[src/rtl/ifu_fetch.sv]
// Instruction-fetch unit: owns the PC, issues word fetches on a req/gnt/rvalid bus,
// buffers returned words with their PCs and delivers them in order to IF/ID.
module ifu_fetch #(
    parameter logic [31:0] RESET_PC   = 32'h0000_0000,
    parameter int          FIFO_DEPTH = 2
) (
    input  logic        clk,
    input  logic        rst,
    input  logic [2:0]  stall_i,
    input  logic        branch_flag_i,
    input  logic [31:0] branch_addr_i,
    output logic        ibus_req_o,
    output logic [31:0] ibus_addr_o,
    input  logic        ibus_gnt_i,
    input  logic        ibus_rvalid_i,
    input  logic [31:0] ibus_rdata_i,
    output logic        inst_valid_o,
    output logic [31:0] inst_o,
    output logic [31:0] inst_addr_o
);

    localparam int          AW      = $clog2(FIFO_DEPTH);
    localparam int          CW      = AW + 1;
    localparam logic [31:0] NOP     = 32'h0000_0013;
    localparam logic [CW:0] DEPTH_W = (CW + 1)'(FIFO_DEPTH);

    // Bus handshake: a request transfers when ibus_req_o && ibus_gnt_i on a rising edge;
    // until granted, req and addr stay stable (only a flush may withdraw them). Each grant
    // gets exactly one ibus_rvalid_i later, in grant order.

    logic              rst_q;
    logic [31:0]       pc;
    logic [CW-1:0]     outstanding;
    logic [CW-1:0]     drop_cnt;
    logic [CW-1:0]     q_count;
    logic [AW-1:0]     q_rd, q_wr;
    logic [AW-1:0]     a_rd, a_wr;
    logic [31:0]       q_inst [FIFO_DEPTH];
    logic [31:0]       q_pc   [FIFO_DEPTH];
    logic [31:0]       a_pc   [FIFO_DEPTH];

    logic              flush, pop, fire, push, drop_rsp;
    logic [CW:0]       used;
    logic              unused_bits;

    assign flush    = branch_flag_i;
    assign pop      = inst_valid_o && !stall_i[0];
    assign fire     = ibus_req_o && ibus_gnt_i;
    assign drop_rsp = ibus_rvalid_i && (drop_cnt != '0);
    assign push     = ibus_rvalid_i && (drop_cnt == '0);

    // Queue slots already spoken for: buffered words plus in-flight requests.
    assign used        = {1'b0, q_count} + {1'b0, outstanding} - {{CW{1'b0}}, pop};
    assign ibus_req_o  = !rst_q && !flush && (used < DEPTH_W);
    assign ibus_addr_o = pc;

    assign inst_valid_o = (q_count != '0);
    assign inst_o       = inst_valid_o ? q_inst[q_rd] : NOP;
    assign inst_addr_o  = inst_valid_o ? q_pc[q_rd]   : 32'h0;

    assign unused_bits = ^{stall_i[2:1], branch_addr_i[1:0]};

    always_ff @(posedge clk) begin
        if (rst) begin
            rst_q       <= 1'b1;
            pc          <= RESET_PC;
            outstanding <= '0;
            drop_cnt    <= '0;
            q_count     <= '0;
            q_rd        <= '0;
            q_wr        <= '0;
            a_rd        <= '0;
            a_wr        <= '0;
        end else begin
            rst_q       <= 1'b0;
            outstanding <= outstanding + CW'(fire) - CW'(ibus_rvalid_i);
            if (flush) begin
                // Everything still in flight after this edge is stale and must be dropped.
                pc       <= {branch_addr_i[31:2], 2'b00};
                drop_cnt <= outstanding + CW'(fire) - CW'(ibus_rvalid_i);
                q_count  <= '0;
                q_rd     <= '0;
                q_wr     <= '0;
                a_rd     <= '0;
                a_wr     <= '0;
            end else begin
                if (fire) begin
                    pc   <= pc + 32'd4;
                    a_wr <= a_wr + AW'(1);
                end
                if (drop_rsp) begin
                    drop_cnt <= drop_cnt - CW'(1);
                end
                if (push) begin
                    a_rd <= a_rd + AW'(1);
                    q_wr <= q_wr + AW'(1);
                end
                if (pop) begin
                    q_rd <= q_rd + AW'(1);
                end
                q_count <= q_count + CW'(push) - CW'(pop);
            end
        end
    end

    // Payload storage carries no reset; validity comes from the pointers and counts.
    always_ff @(posedge clk) begin
        if (!rst && !flush) begin
            if (fire) begin
                a_pc[a_wr] <= pc;
            end
            if (push) begin
                q_inst[q_wr] <= ibus_rdata_i;
                q_pc[q_wr]   <= a_pc[a_rd];
            end
        end
    end

    rvalid_needs_outstanding: assert property (
        @(posedge clk) disable iff (rst) !(ibus_rvalid_i && (outstanding == '0)));

    req_held_until_gnt: assert property (
        @(posedge clk) disable iff (rst)
        (ibus_req_o && !ibus_gnt_i) |=> ($stable(ibus_addr_o) && (ibus_req_o || branch_flag_i)));

endmodule

[config.mk]
export PLATFORM = sky130hd
export DESIGN_NAME = ifu_fetch
export DESIGN_NICKNAME = d
export VERILOG_FILES = /design/src/rtl/ifu_fetch.sv
export SDC_FILE = /design/constraint.sdc
export NUM_CORES = 1
export LEC_CHECK = 0
export ABC_AREA = 1
export BUFFER_PORTS_ARGS = -buffer_cell sky130_fd_sc_hd__buf_2
export CAP_MARGIN = 15
export CORE_MARGIN = 2
export CORE_UTILIZATION = 40
export DETAILED_ROUTE_END_ITERATION = 10
export GPL_TIMING_DRIVEN = 0
export SYNTH_ARGS = -nofsm -noshare
export SYNTH_HDL_FRONTEND = slang
export SYNTH_SLANG_ARGS = --single-unit
export TNS_END_PERCENT = 20
[constraint.sdc]
create_clock -name clk -period 5.7 [get_ports clk]
set_input_delay 0.285 -clock clk [delete_from_list [all_inputs] [get_ports clk]]
set_output_delay 0.285 -clock clk [all_outputs]
set_load 0.02 [all_outputs]
==> results.txt <==
* Result of the run: finished clean
* WP data required: 5830 ps
* First-pass GRT wire length: 35.6 mm
- Adder and majority gate portion of the synthesized area: 0.00980
- Portion of netlist area occupied by mux cells: 0.0348
* Clock transition at the registers of the reported paths: approximately 60 ps
- Simple-gate share of the synthesized area: 0.182
- After floorplanning, the core was sized to cover around 0.024 mm².
- The largest total area in the synthesized netlist belongs to sky130_fd_sc_hd__edfxtp_1.
- Post-CTS setup buffer count: 0
- The die is 160 µm tall.
* Number of synthesized register bits: around 230
- Boundary pin count: 170
* Proportion of synthesized chip area in sequential cells: 0.658
* Placed Area: 0.0111 mm²
- Counting every sink on the clock net gives between 200 and 250.
* Number of vias per cell: 4.75
* VDD IR max: 0.175 mV
- Number of warnings printed during yosys synthesis: 0
- The initial utilization of the core area, before any placement, comes to 0.411.
- Synth area leaders: sky130_fd_sc_hd__edfxtp_1 57%, sky130_fd_sc_hd__nand2_1 11%, sky130_fd_sc_hd__dfxtp_1 8.9%
- Sorting the synthesized cells by how often they occur yields 280 x sky130_fd_sc_hd__nand2_1, 184 x sky130_fd_sc_hd__edfxtp_1, 83 x sky130_fd_sc_hd__a21oi_1.
* GP Congestion: around 0.9
- In this run the remaining antenna-violating nets after routing total 0.
- For this run, design rule violations remaining after detail routing come to 0.
- The path class of the tightest hold or removal check is in2reg.
- The net count of the finished layout is approximately 1200.
- Cell area after synthesis: around 0.0097 mm²
- Max Clk Rate: 0.262 GHz
- At the pin with the least slew margin, the transition time is between 1000 and 1500 ps.
* Number of detailed-route iterations in the first pass: 5
- Clk buf depth: 3
* Cell with the most instances on the worst path: sky130_fd_sc_hd__nor2_1
- EDFF count, synth: roughly 180
- Crit path launch type: flop
- Critical Path AT: just under 4000 ps
* Kind of critical path: reg2reg
* Crit path max-delay cell type: sky130_fd_sc_hd__nor2_4
- The clock arrives with between 20 and 25 ps of skew.
* Cell with the most instances after synthesis: sky130_fd_sc_hd__nand2_1
- The cell count after synthesis came out at 904.
* Total negative slack for setup checks: 0 ps
- RSZ-0062 raised after global routing: no
* Area share of the leading cell type in the synthesized netlist: 0.570
- Counting both buffers and inverters, the worst setup path holds a total of 3.
- Summed over all cells, the static leakage comes to between 4 and 5 nW.
- H-tree Lvls: 1
- Min Tclk post-route: approximately 3800 ps
- Setup violations remaining at the end of the flow were counted as 0.
* DR iter-0 viols: 463
* Final antenna diode count: 0
- Top FF cell, synth: sky130_fd_sc_hd__edfxtp_1
* Number of antenna violations at the first check in global routing: 0
- Total CTS buffers: 24
- Measured against its own limit, the worst slew margin works out to 0.323.
* Delay-heaviest family, CP: simple AND/OR/NAND/NOR gates
* Area growth from synthesis to layout: 26.0%
- The largest single stage delay on the critical path is roughly 700 ps.
* Final WL: roughly 23 mm
- Counting distinct cell types in the post-synthesis netlist gives 35.
* Final worst-path setup slack: between 1500 and 2000 ps
* GR Overflow Total: 0
* Final Max Tran Viols: 0
* Proportion of layout cells with a drive suffix above 1: 0.250
- CTS tree: yes
* Total global-route track usage: 0.177
- Clock latency of the later-clocked register in the worst-skew pair: around 520 ps
* Vias in the first global route: 6679
- Prior to clock tree synthesis, the placed netlist has a worst setup slack of about 1800 ps.
* Final instance area: 0.0122 mm²
* Combinational family with the most area after synthesis: simple AND/OR/NAND/NOR gates
* Final HPWL DP: around 16 mm
- Max-cap violation count: 0
* Count of buffers from port buffering: between 150 and 200
* Worst Path Max Fanout: 30
- Of the total synthesized cell area, the portion taken by XOR and XNOR cells is 0.00813.
- Syn avg cell area: approximately 11 µm²
- Power per unit of standard cell area: between 300 and 400 mW/mm²
* Period utilization: 0.670
- The floorplan step set the die width to approximately 160 µm.
- The floorplan step defined a die boundary enclosing ~0.026 mm².
* DR vias: around 7000
- Drt wl/cell: ~16 µm
- The fraction of the mapped netlist area in compound gates came to 0.0565.
- Row generation in the floorplan step produced 56 rows.
- Cell chain of the critical path: nor2_1 > nor2_1 > inv_1 > nor2_1 > fa_1 > nand2_2 > nor2_4 > nand3_4 > clkinv_4 > buf_4 > nand2_1 > nor2_4
* Largest net degree at the start of global routing: 31
- Sort of element at the end of the critical path: flop
- The root buffer cell chosen for the clock tree is sky130_fd_sc_hd__clkbuf_16.
- The number of hold-slack violations in the final timing report came to 0.
- For this run, asynchronously set or reset flops after synthesis account for 0.
metrics by stage:
stage	util	cells	total power [mW]	hold WS, ps
2_1_floorplan	-	907	2.13	313
3_3_place_gp	0.462	1386	2.26	449
3_5_place_dp	0.469	1396	2.27	466
4_1_cts	0.518	1472	3.87	7.39
5_1_grt	0.518	1472	3.99	1.13
6_report	0.518	1472	3.84	14.3
worst paths after layout:
check / start / to / slack (ps) / cells after the start
max: q_count[1]$_SDFF_PP0_ / a_pc[0][30]$_DFFE_PP_ / 1880 / 12
min: rst / rst_q$_DFF_P_ / 10 / 1
max reg2reg: q_count[1]$_SDFF_PP0_ / a_pc[0][30]$_DFFE_PP_ / 1880 / 12
min reg2reg: q_wr$_SDFFE_PP0P_ / q_wr$_SDFFE_PP0P_ / 480 / 2
where the power goes:
part	total, mW	leakage, nW	switching, mW	internal (mW)
logic	0.376	2.43	0.239	0.137
clock network	1.59	0.412	0.614	0.975
registers	1.88	2.02	0.0404	1.84
sequential cells by signal (all words and copies together), names as in the netlist, 2 cells and up, named ones only:
| signal | cells |
|---|---|
| a_pc | 60 |
| drop_cnt | 2 |
| ibus_addr_o | 30 |
| outstanding | 2 |
| q_count | 2 |
| q_inst | 64 |
| q_pc | 60 |
cells by family (layout without fill, tap and decap cells):
| family | Yosys count | after routing |
|---|---|---|
| simple gates | 414 | 414 |
| flops | 227 | 227 |
| buf+inv | 111 | 357 |
| compound gates | 105 | 105 |
| mux | 30 | 30 |
| xor+xnor | 9 | 9 |
| fa+ha+maj | 7 | 7 |
| other cells | 1 | 4 |
layout by cell type (no fill, tap or decap), types with 6 or more instances in the layout:
master	instances
sky130_fd_sc_hd__nand2_1	280
sky130_fd_sc_hd__edfxtp_1	184
sky130_fd_sc_hd__buf_2	166
sky130_fd_sc_hd__a21oi_1	83
sky130_fd_sc_hd__inv_1	67
sky130_fd_sc_hd__nand3_1	57
sky130_fd_sc_hd__dfxtp_1	43
sky130_fd_sc_hd__nor2_1	42
sky130_fd_sc_hd__dlygate4sd3_1	32
sky130_fd_sc_hd__mux2_2	30
sky130_fd_sc_hd__clkbuf_16	27
sky130_fd_sc_hd__clkbuf_1	24
sky130_fd_sc_hd__o21ai_0	12
sky130_fd_sc_hd__buf_6	11
sky130_fd_sc_hd__nor2_4	11
sky130_fd_sc_hd__nand2_2	8
sky130_fd_sc_hd__buf_4	6
sky130_fd_sc_hd__xnor2_1	6
sky130_fd_sc_hd__ha_1	6
sky130_fd_sc_hd__clkbuf_8	6
routing by layer:
layer  vias up  global-route usage  wire length [µm]
li1       3497                   -                 -
met1      3243               0.239             10200
met2       221               0.301             10900
met3        24              0.0294              1450
met4         0              0.0393               322
met5         -                   0                 0
repair_timing:
item	4_1_cts	5_1_grt
endpoints found under the setup margin	0	0
gates resized for setup	0	0
hold endpoints to repair	64	0
hold buffers	32	0
final cells by class:
class | count | area [µm²]
Multi-Input combinational cell | 569 | 2870
Inverter | 71 | 277
Sequential cell | 227 | 6390
Timing Repair Buffer | 202 | 1250
Buffer | 40 | 206
Tap cell | 319 | 399
Clock inverter | 10 | 80.1
Clock buffer | 34 | 762
Fill cell | 2173 | 11400
(Power assumes the default switching activity.)
